### config.mk
export PLATFORM = sky130hd
export DESIGN_NAME = cpu_run_ctrl
export DESIGN_NICKNAME = d
export VERILOG_FILES = /design/src/rtl/cpu_run_ctrl.sv
export SDC_FILE = /design/constraint.sdc
export NUM_CORES = 1
export LEC_CHECK = 0
export CAP_MARGIN = 15
export CORE_AREA = 2 2 206 208
export DETAILED_ROUTE_END_ITERATION = 6
export DIE_AREA = 0 0 208 210
export GPL_ROUTABILITY_DRIVEN = 0
export MAX_ROUTING_LAYER = met4
export SYNTH_ARGS = -nofsm -noshare
export SYNTH_HDL_FRONTEND = slang
export SYNTH_SLANG_ARGS = --single-unit
### constraint.sdc
create_clock -name clk -period 2.5 [get_ports clk]
set_clock_uncertainty 0.15 [all_clocks]
set_input_delay 0.5 -clock clk [delete_from_list [all_inputs] [get_ports clk]]
set_output_delay 0.5 -clock clk [all_outputs]
set_load 0.02 [all_outputs]
### src/rtl/cpu_run_ctrl.sv
// Boot/run/readback sequencer for the cpu: streams a program image into dmem then imem,
// runs the core until STOP or timeout, then drains a window of dmem over a valid/ready port.
module cpu_run_ctrl #(
  parameter int unsigned IMEM_WORDS  = 512,
  parameter int unsigned DMEM_WORDS  = 1024,
  parameter int unsigned DUMP_WORDS  = 47,
  parameter logic [6:0]  STOP_OPCODE = 7'b1111110,
  parameter int unsigned MAX_CYCLES  = 100000
) (
  input  logic        clk,
  input  logic        arst_n,
  input  logic        start,
  input  logic        in_valid,
  input  logic [63:0] in_data,
  output logic        in_ready,
  output logic [63:0] addr_ext,
  output logic        wen_ext,
  output logic        ren_ext,
  output logic [63:0] wdata_ext,
  output logic [63:0] addr_ext_2,
  output logic        wen_ext_2,
  output logic        ren_ext_2,
  output logic [63:0] wdata_ext_2,
  input  logic [63:0] rdata_ext_2,
  input  logic [31:0] instruction,
  output logic        enable,
  output logic        dump_valid,
  output logic [63:0] dump_data,
  input  logic        dump_ready,
  output logic [3:0]  test_id,
  output logic [31:0] run_cycles,
  output logic        timeout,
  output logic        done
);

  typedef enum logic [2:0] {
    S_IDLE   = 3'd0,
    S_LOAD_D = 3'd1,
    S_LOAD_I = 3'd2,
    S_SETTLE = 3'd3,
    S_RUN    = 3'd4,
    S_DUMP   = 3'd5,
    S_DONE   = 3'd6
  } state_t;

  state_t      state_q, state_d;
  logic [31:0] cnt_q, cnt_d;
  logic [31:0] rcnt_q, rcnt_d;
  logic        rd_pend_q, rd_pend_d;
  logic        dump_valid_q, dump_valid_d;
  logic [63:0] dump_data_q, dump_data_d;
  logic [31:0] run_cycles_q, run_cycles_d;
  logic        timeout_q, timeout_d;
  logic [3:0]  test_id_q, test_id_d;
  logic        done_q, done_d;
  state_t      run_exit_s;
  logic        unused_s;

  assign unused_s   = ^instruction[27:7];
  assign run_exit_s = (DUMP_WORDS == 32'd0) ? S_DONE : S_DUMP;

  // State and counter registers
  always_ff @(posedge clk or negedge arst_n) begin
    if (!arst_n) begin
      state_q      <= S_IDLE;
      cnt_q        <= 32'd0;
      rcnt_q       <= 32'd0;
      rd_pend_q    <= 1'b0;
      dump_valid_q <= 1'b0;
      dump_data_q  <= 64'd0;
      run_cycles_q <= 32'd0;
      timeout_q    <= 1'b0;
      test_id_q    <= 4'd0;
      done_q       <= 1'b0;
    end else begin
      state_q      <= state_d;
      cnt_q        <= cnt_d;
      rcnt_q       <= rcnt_d;
      rd_pend_q    <= rd_pend_d;
      dump_valid_q <= dump_valid_d;
      dump_data_q  <= dump_data_d;
      run_cycles_q <= run_cycles_d;
      timeout_q    <= timeout_d;
      test_id_q    <= test_id_d;
      done_q       <= done_d;
    end
  end

  // Next-state logic and memory/core strobes
  always_comb begin
    state_d      = state_q;
    cnt_d        = cnt_q;
    rcnt_d       = rcnt_q;
    rd_pend_d    = rd_pend_q;
    dump_valid_d = dump_valid_q;
    dump_data_d  = dump_data_q;
    run_cycles_d = run_cycles_q;
    timeout_d    = timeout_q;
    test_id_d    = test_id_q;
    done_d       = done_q;
    in_ready     = 1'b0;
    wen_ext      = 1'b0;
    addr_ext     = 64'd0;
    wdata_ext    = 64'd0;
    wen_ext_2    = 1'b0;
    addr_ext_2   = 64'd0;
    wdata_ext_2  = 64'd0;
    ren_ext_2    = 1'b0;
    enable       = 1'b0;

    case (state_q)
      S_IDLE, S_DONE: begin
        if (start) begin
          state_d      = S_LOAD_D;
          cnt_d        = 32'd0;
          rcnt_d       = 32'd0;
          rd_pend_d    = 1'b0;
          dump_valid_d = 1'b0;
          dump_data_d  = 64'd0;
          run_cycles_d = 32'd0;
          timeout_d    = 1'b0;
          test_id_d    = 4'd0;
          done_d       = 1'b0;
        end else begin
          state_d = state_q;
        end
      end
      S_LOAD_D: begin
        in_ready = 1'b1;
        if (in_valid) begin
          wen_ext_2   = 1'b1;
          wdata_ext_2 = in_data;
          addr_ext_2  = {29'd0, cnt_q, 3'b000};
          if (cnt_q == DMEM_WORDS - 32'd1) begin
            cnt_d   = 32'd0;
            state_d = S_LOAD_I;
          end else begin
            cnt_d = cnt_q + 32'd1;
          end
        end else begin
          cnt_d = cnt_q;
        end
      end
      S_LOAD_I: begin
        in_ready = 1'b1;
        if (in_valid) begin
          wen_ext   = 1'b1;
          wdata_ext = in_data;
          addr_ext  = {29'd0, cnt_q, 3'b000};
          if (cnt_q == IMEM_WORDS - 32'd1) begin
            cnt_d   = 32'd0;
            state_d = S_SETTLE;
          end else begin
            cnt_d = cnt_q + 32'd1;
          end
        end else begin
          cnt_d = cnt_q;
        end
      end
      S_SETTLE: begin
        state_d = S_RUN;
      end
      S_RUN: begin
        enable = 1'b1;
        if (run_cycles_q != 32'hFFFF_FFFF) begin
          run_cycles_d = run_cycles_q + 32'd1;
        end else begin
          run_cycles_d = run_cycles_q;
        end
        // STOP has priority over a coincident timeout
        if (instruction[6:0] == STOP_OPCODE) begin
          test_id_d = instruction[31:28];
          state_d   = run_exit_s;
          done_d    = (DUMP_WORDS == 32'd0);
        end else if (run_cycles_q == MAX_CYCLES - 32'd1) begin
          timeout_d = 1'b1;
          state_d   = run_exit_s;
          done_d    = (DUMP_WORDS == 32'd0);
        end else begin
          state_d = S_RUN;
        end
      end
      S_DUMP: begin
        if (dump_valid_q) begin
          if (dump_ready) begin
            dump_valid_d = 1'b0;
            if (rcnt_q == DUMP_WORDS) begin
              state_d = S_DONE;
              done_d  = 1'b1;
            end else begin
              state_d = S_DUMP;
            end
          end else begin
            dump_valid_d = 1'b1;
          end
        end else if (rd_pend_q) begin
          dump_valid_d = 1'b1;
          dump_data_d  = rdata_ext_2;
          rd_pend_d    = 1'b0;
        end else begin
          ren_ext_2  = 1'b1;
          addr_ext_2 = {29'd0, rcnt_q, 3'b000};
          rcnt_d     = rcnt_q + 32'd1;
          rd_pend_d  = 1'b1;
        end
      end
      default: begin
        state_d = S_IDLE;
      end
    endcase
  end

  assign ren_ext    = 1'b0;
  assign dump_valid = dump_valid_q;
  assign dump_data  = dump_data_q;
  assign test_id    = test_id_q;
  assign run_cycles = run_cycles_q;
  assign timeout    = timeout_q;
  assign done       = done_q;

endmodule
==> impl_metrics.py, run 1 <==
metrics = {
    "logic_synthesis": {
        "synthCells": 1279,
        "synth_seq_cells": 171,
        "netlist_area_um2": 10700,
        "async_flop_share": 1.00,
        "seq_area_frac_synth": 0.402,
        "synthFlopType": "dfrtp_1",
        "yosys_warnings": 0,
        "avgSynthCellArea_um2": 8.33,
        "synthDistinctLibCells": 66,
        "synth_edf_count": 0,
    },
    "final_layout": {
        "drive_above_1_share": 0.391,
        "area_growth_pct": 86.1,
        "multi_input_area_um2": 6480,
        "n_fill_cell": 3801,
        "antenna_cells": 0,
        "seq_area_um2": 4280,
        "nNetsFinal": 2067,
        "fin_area_um2": 19800,
    },
    "drt": {
        "wirelength_um": 48600,
        "vias": 12300,
        "first_pass_iters": 6,
        "drt_iter0_drc": 713,
        "wl_per_cell_um": 19.8,
        "avgViaCountPerCell": 5.01,
        "drc_errors": 0,
        "final_antenna_net_count": 0,
    },
    "run_status": {
        "status": "complete, but fails checks",
        "violations": "negative setup slack",
    },
    "critical_path": {
        "critPathKind": "flip-flop to primary output",
        "cpLargestDelayFamily": "simple AND/OR/NAND/NOR gates",
        "worst_ep_arrival_time_ns": 2.27,
        "start_kind": "flip-flop",
        "max_stage_delay_ns": 0.56,
        "cp_max_fo": 6,
        "crit_buf_inv": 6,
        "reg2reg_slack_ns": -0.12,
        "path_cells": "buf_4, inv_2, or4_4, inv_6, buf_12, buf_8, a22oi_2, nor2_2, buf_6",
        "worstSetupEndpointType": "primary output",
        "crit_path_top_delay_cell": "or4_4",
        "cp_data_required_time_ns": 1.85,
    },
    "placement": {
        "io_buffers": 443,
        "dp_hpwl_um": 32700,
        "dpl-instance-area_um2": 16300,
    },
    "job": {
        "cap_violations": 0,
    },
    "power_and_ir_drop": {
        "powerDensity_nw_per_um2": 679,
        "vdd_ir_drop_max_uv": 401,
        "p_leak_nw": 8.56,
    },
    "timing": {
        "period_minus_slack_ns": 2.92,
        "setup_violations": 219,
        "tns_ns": -49.75,
        "rsz0062_at_grt": "yes",
        "finalHoldViolations": 0,
        "setup_ws_ns": -0.418,
        "slew_viol_final": 0,
        "relSlewSlack": 0.637,
        "tightest_slew_ns": 0.539,
        "fmax_mhz": 343,
        "period_share": 1.17,
    },
    "floorplanning": {
        "io_pins": 530,
        "die_area_um2": 43700,
        "coreArea_um2": 41500,
        "num_rows": 75,
        "die_x_um": 208,
        "initial_core_util": 0.257,
        "dieHeight_um": 210,
    },
    "global_route": {
        "grt_pass1_vias": 12000,
        "grt_pass1_wl_um": 71200,
        "grt_max_degree": 68,
        "grt.overflow.total": 0,
        "grt_use_total": 0.215,
        "grt_antenna_before_repair": 0,
    },
    "cts": {
        "cts.path.max_buffers": 2,
        "insertion_delay_ns": 0.44,
        "clock_sinks": 171,
        "htreeDepth": 4,
        "cts_buffers": 17,
        "clk_pin_slew_ns": 0.07,
        "cts-root-buf": "clkbuf_16",
        "cts_tree": "built",
    },
    "worst_hold_path": {
        "hp-class": "flip-flop to flip-flop",
    },
}
cell type report:
cell class | instances | share of cell area
well taps | 539 | 0.0340
inverters | 84 | 0.0163
multi-input cells | 936 | 0.326
repair buffers | 689 | 0.378
flip-flops and latches | 171 | 0.216
clock buffers | 17 | 0.0214
clock inverters | 15 | 0.00814
logic make-up after synthesis:
family,synth area share
and+or+nand+nor,0.299
AOI/OAI and AO/OA,0.165
buffers and inverters,0.109
DFF,0.402
xor gates and xnor gates,0.0140
muxes,0.00587
adders and majority gates,0.00540
other,0.000352
per-stage QoR:
step	cells	setup slack, ns	hold WS [ns]	power (mW)	utilization
floorplan	1343	-0.0537	0.0544	5.64	-
detailed placement	2307	-0.598	0.304	7.97	0.393
global placement	2307	-0.539	0.303	7.92	0.393
finish	2451	-0.418	0.363	13.5	0.478
global route	2451	-0.495	0.388	14.0	0.478
CTS	2421	-0.507	0.373	12.3	0.448
where the power goes:
| group | switching, mW | total [mW] | internal [mW] |
|---|---|---|---|
| Clock | 1.23 | 2.72 | 1.49 |
| Combinational | 3.89 | 7.68 | 3.79 |
| Sequential | 0.148 | 3.07 | 2.93 |
| Total | 5.27 | 13.5 | 8.21 |
cells in the final DEF (no fill, tap or decap), types with 24 or more instances in the layout:
cell and instances:
a21oi_1 27, a22o_1 24, and2_4 155, buf_12 31, buf_4 131, buf_6 245, clkdlybuf4s50_1 244, conb_1 65
dfrtp_1 170, inv_1 79, nand2_1 66, nand3_1 107, nand4_1 40, nor2_1 25, nor4_1 24, o21ai_0 116
or4_1 25
synthesized netlist by cell type, types with 4 or more instances:
library cell,n,share of area
dfrtp_1,171,0.40
and2_1,157,0.092
o21ai_0,122,0.057
nand3_1,110,0.052
inv_1,81,0.029
clkbuf_1,73,0.026
nand2_1,72,0.025
buf_4,65,0.046
nor2_1,51,0.018
nand4_1,40,0.023
a21oi_1,39,0.018
nor4_1,29,0.017
or4_1,28,0.020
a22o_1,25,0.021
o31ai_1,18,0.013
and3_1,16,0.0094
nor3_1,16,0.0075
xor2_1,16,0.013
or3_1,13,0.0076
a22oi_1,12,0.0085
a31oi_1,10,0.0059
buf_2,8,0.0038
o211ai_1,8,0.0056
and4_1,6,0.0049
nand2b_1,6,0.0035
nor2b_1,5,0.0029
o41ai_1,5,0.0041
a21o_1,4,0.0028
mux2i_1,4,0.0038
o21a_1,4,0.0028
o311ai_0,4,0.0033
state kept, by name, indices dropped and copies added (netlist names), 3 cells and up:
| name | flops |
|---|---|
| run_cycles | 32 |
| cnt_q | 32 |
| test_id | 4 |
| rcnt_q | 32 |
| state_q | 3 |
| dump_data | 64 |
metal layers:
| layer | wire [um] | track usage |
|---|---|---|
| met5 | 0 | - |
| met4 | 2790 | 0.116 |
| met3 | 3360 | 0.0451 |
| met2 | 23900 | 0.357 |
| met1 | 18600 | 0.244 |
repair_timing:
item	in CTS	in global routing
pin swaps	40	101
setup endpoints to repair	227	244
buffers inserted	68	44
gates resized for setup	1050	289
hold endpoints to repair	33	0
hold buffers	1	0
cloned	15	7
final timing paths:
kind / start / to / depth (start not counted)
worst min-delay path: test_id[0] / test_id[0] / 1
worst max register to register: cnt_q[17] / cnt_q[3] / 7
min in group asynchronous: arst_n / run_cycles[11] / 2
max in group asynchronous: arst_n / dump_data[38] / 3
worst max-delay path: state_q[0] / addr_ext_2[18] / 9
worst min register to register: test_id[0] / test_id[0] / 1
Power figures use the tool's default switching activity.
==> run 2, diff against run 1 <==
--- a/config.mk
+++ b/config.mk
@@ -7,6 +7,7 @@
 export LEC_CHECK = 0
 export CAP_MARGIN = 15
 export CORE_AREA = 2 2 206 208
+export CTS_CLUSTER_SIZE = 25
 export DETAILED_ROUTE_END_ITERATION = 6
 export DIE_AREA = 0 0 208 210
 export GPL_ROUTABILITY_DRIVEN = 0
==> results of run 2 <==
The final DEF is identical to that of run 1; final timing and power are the same.
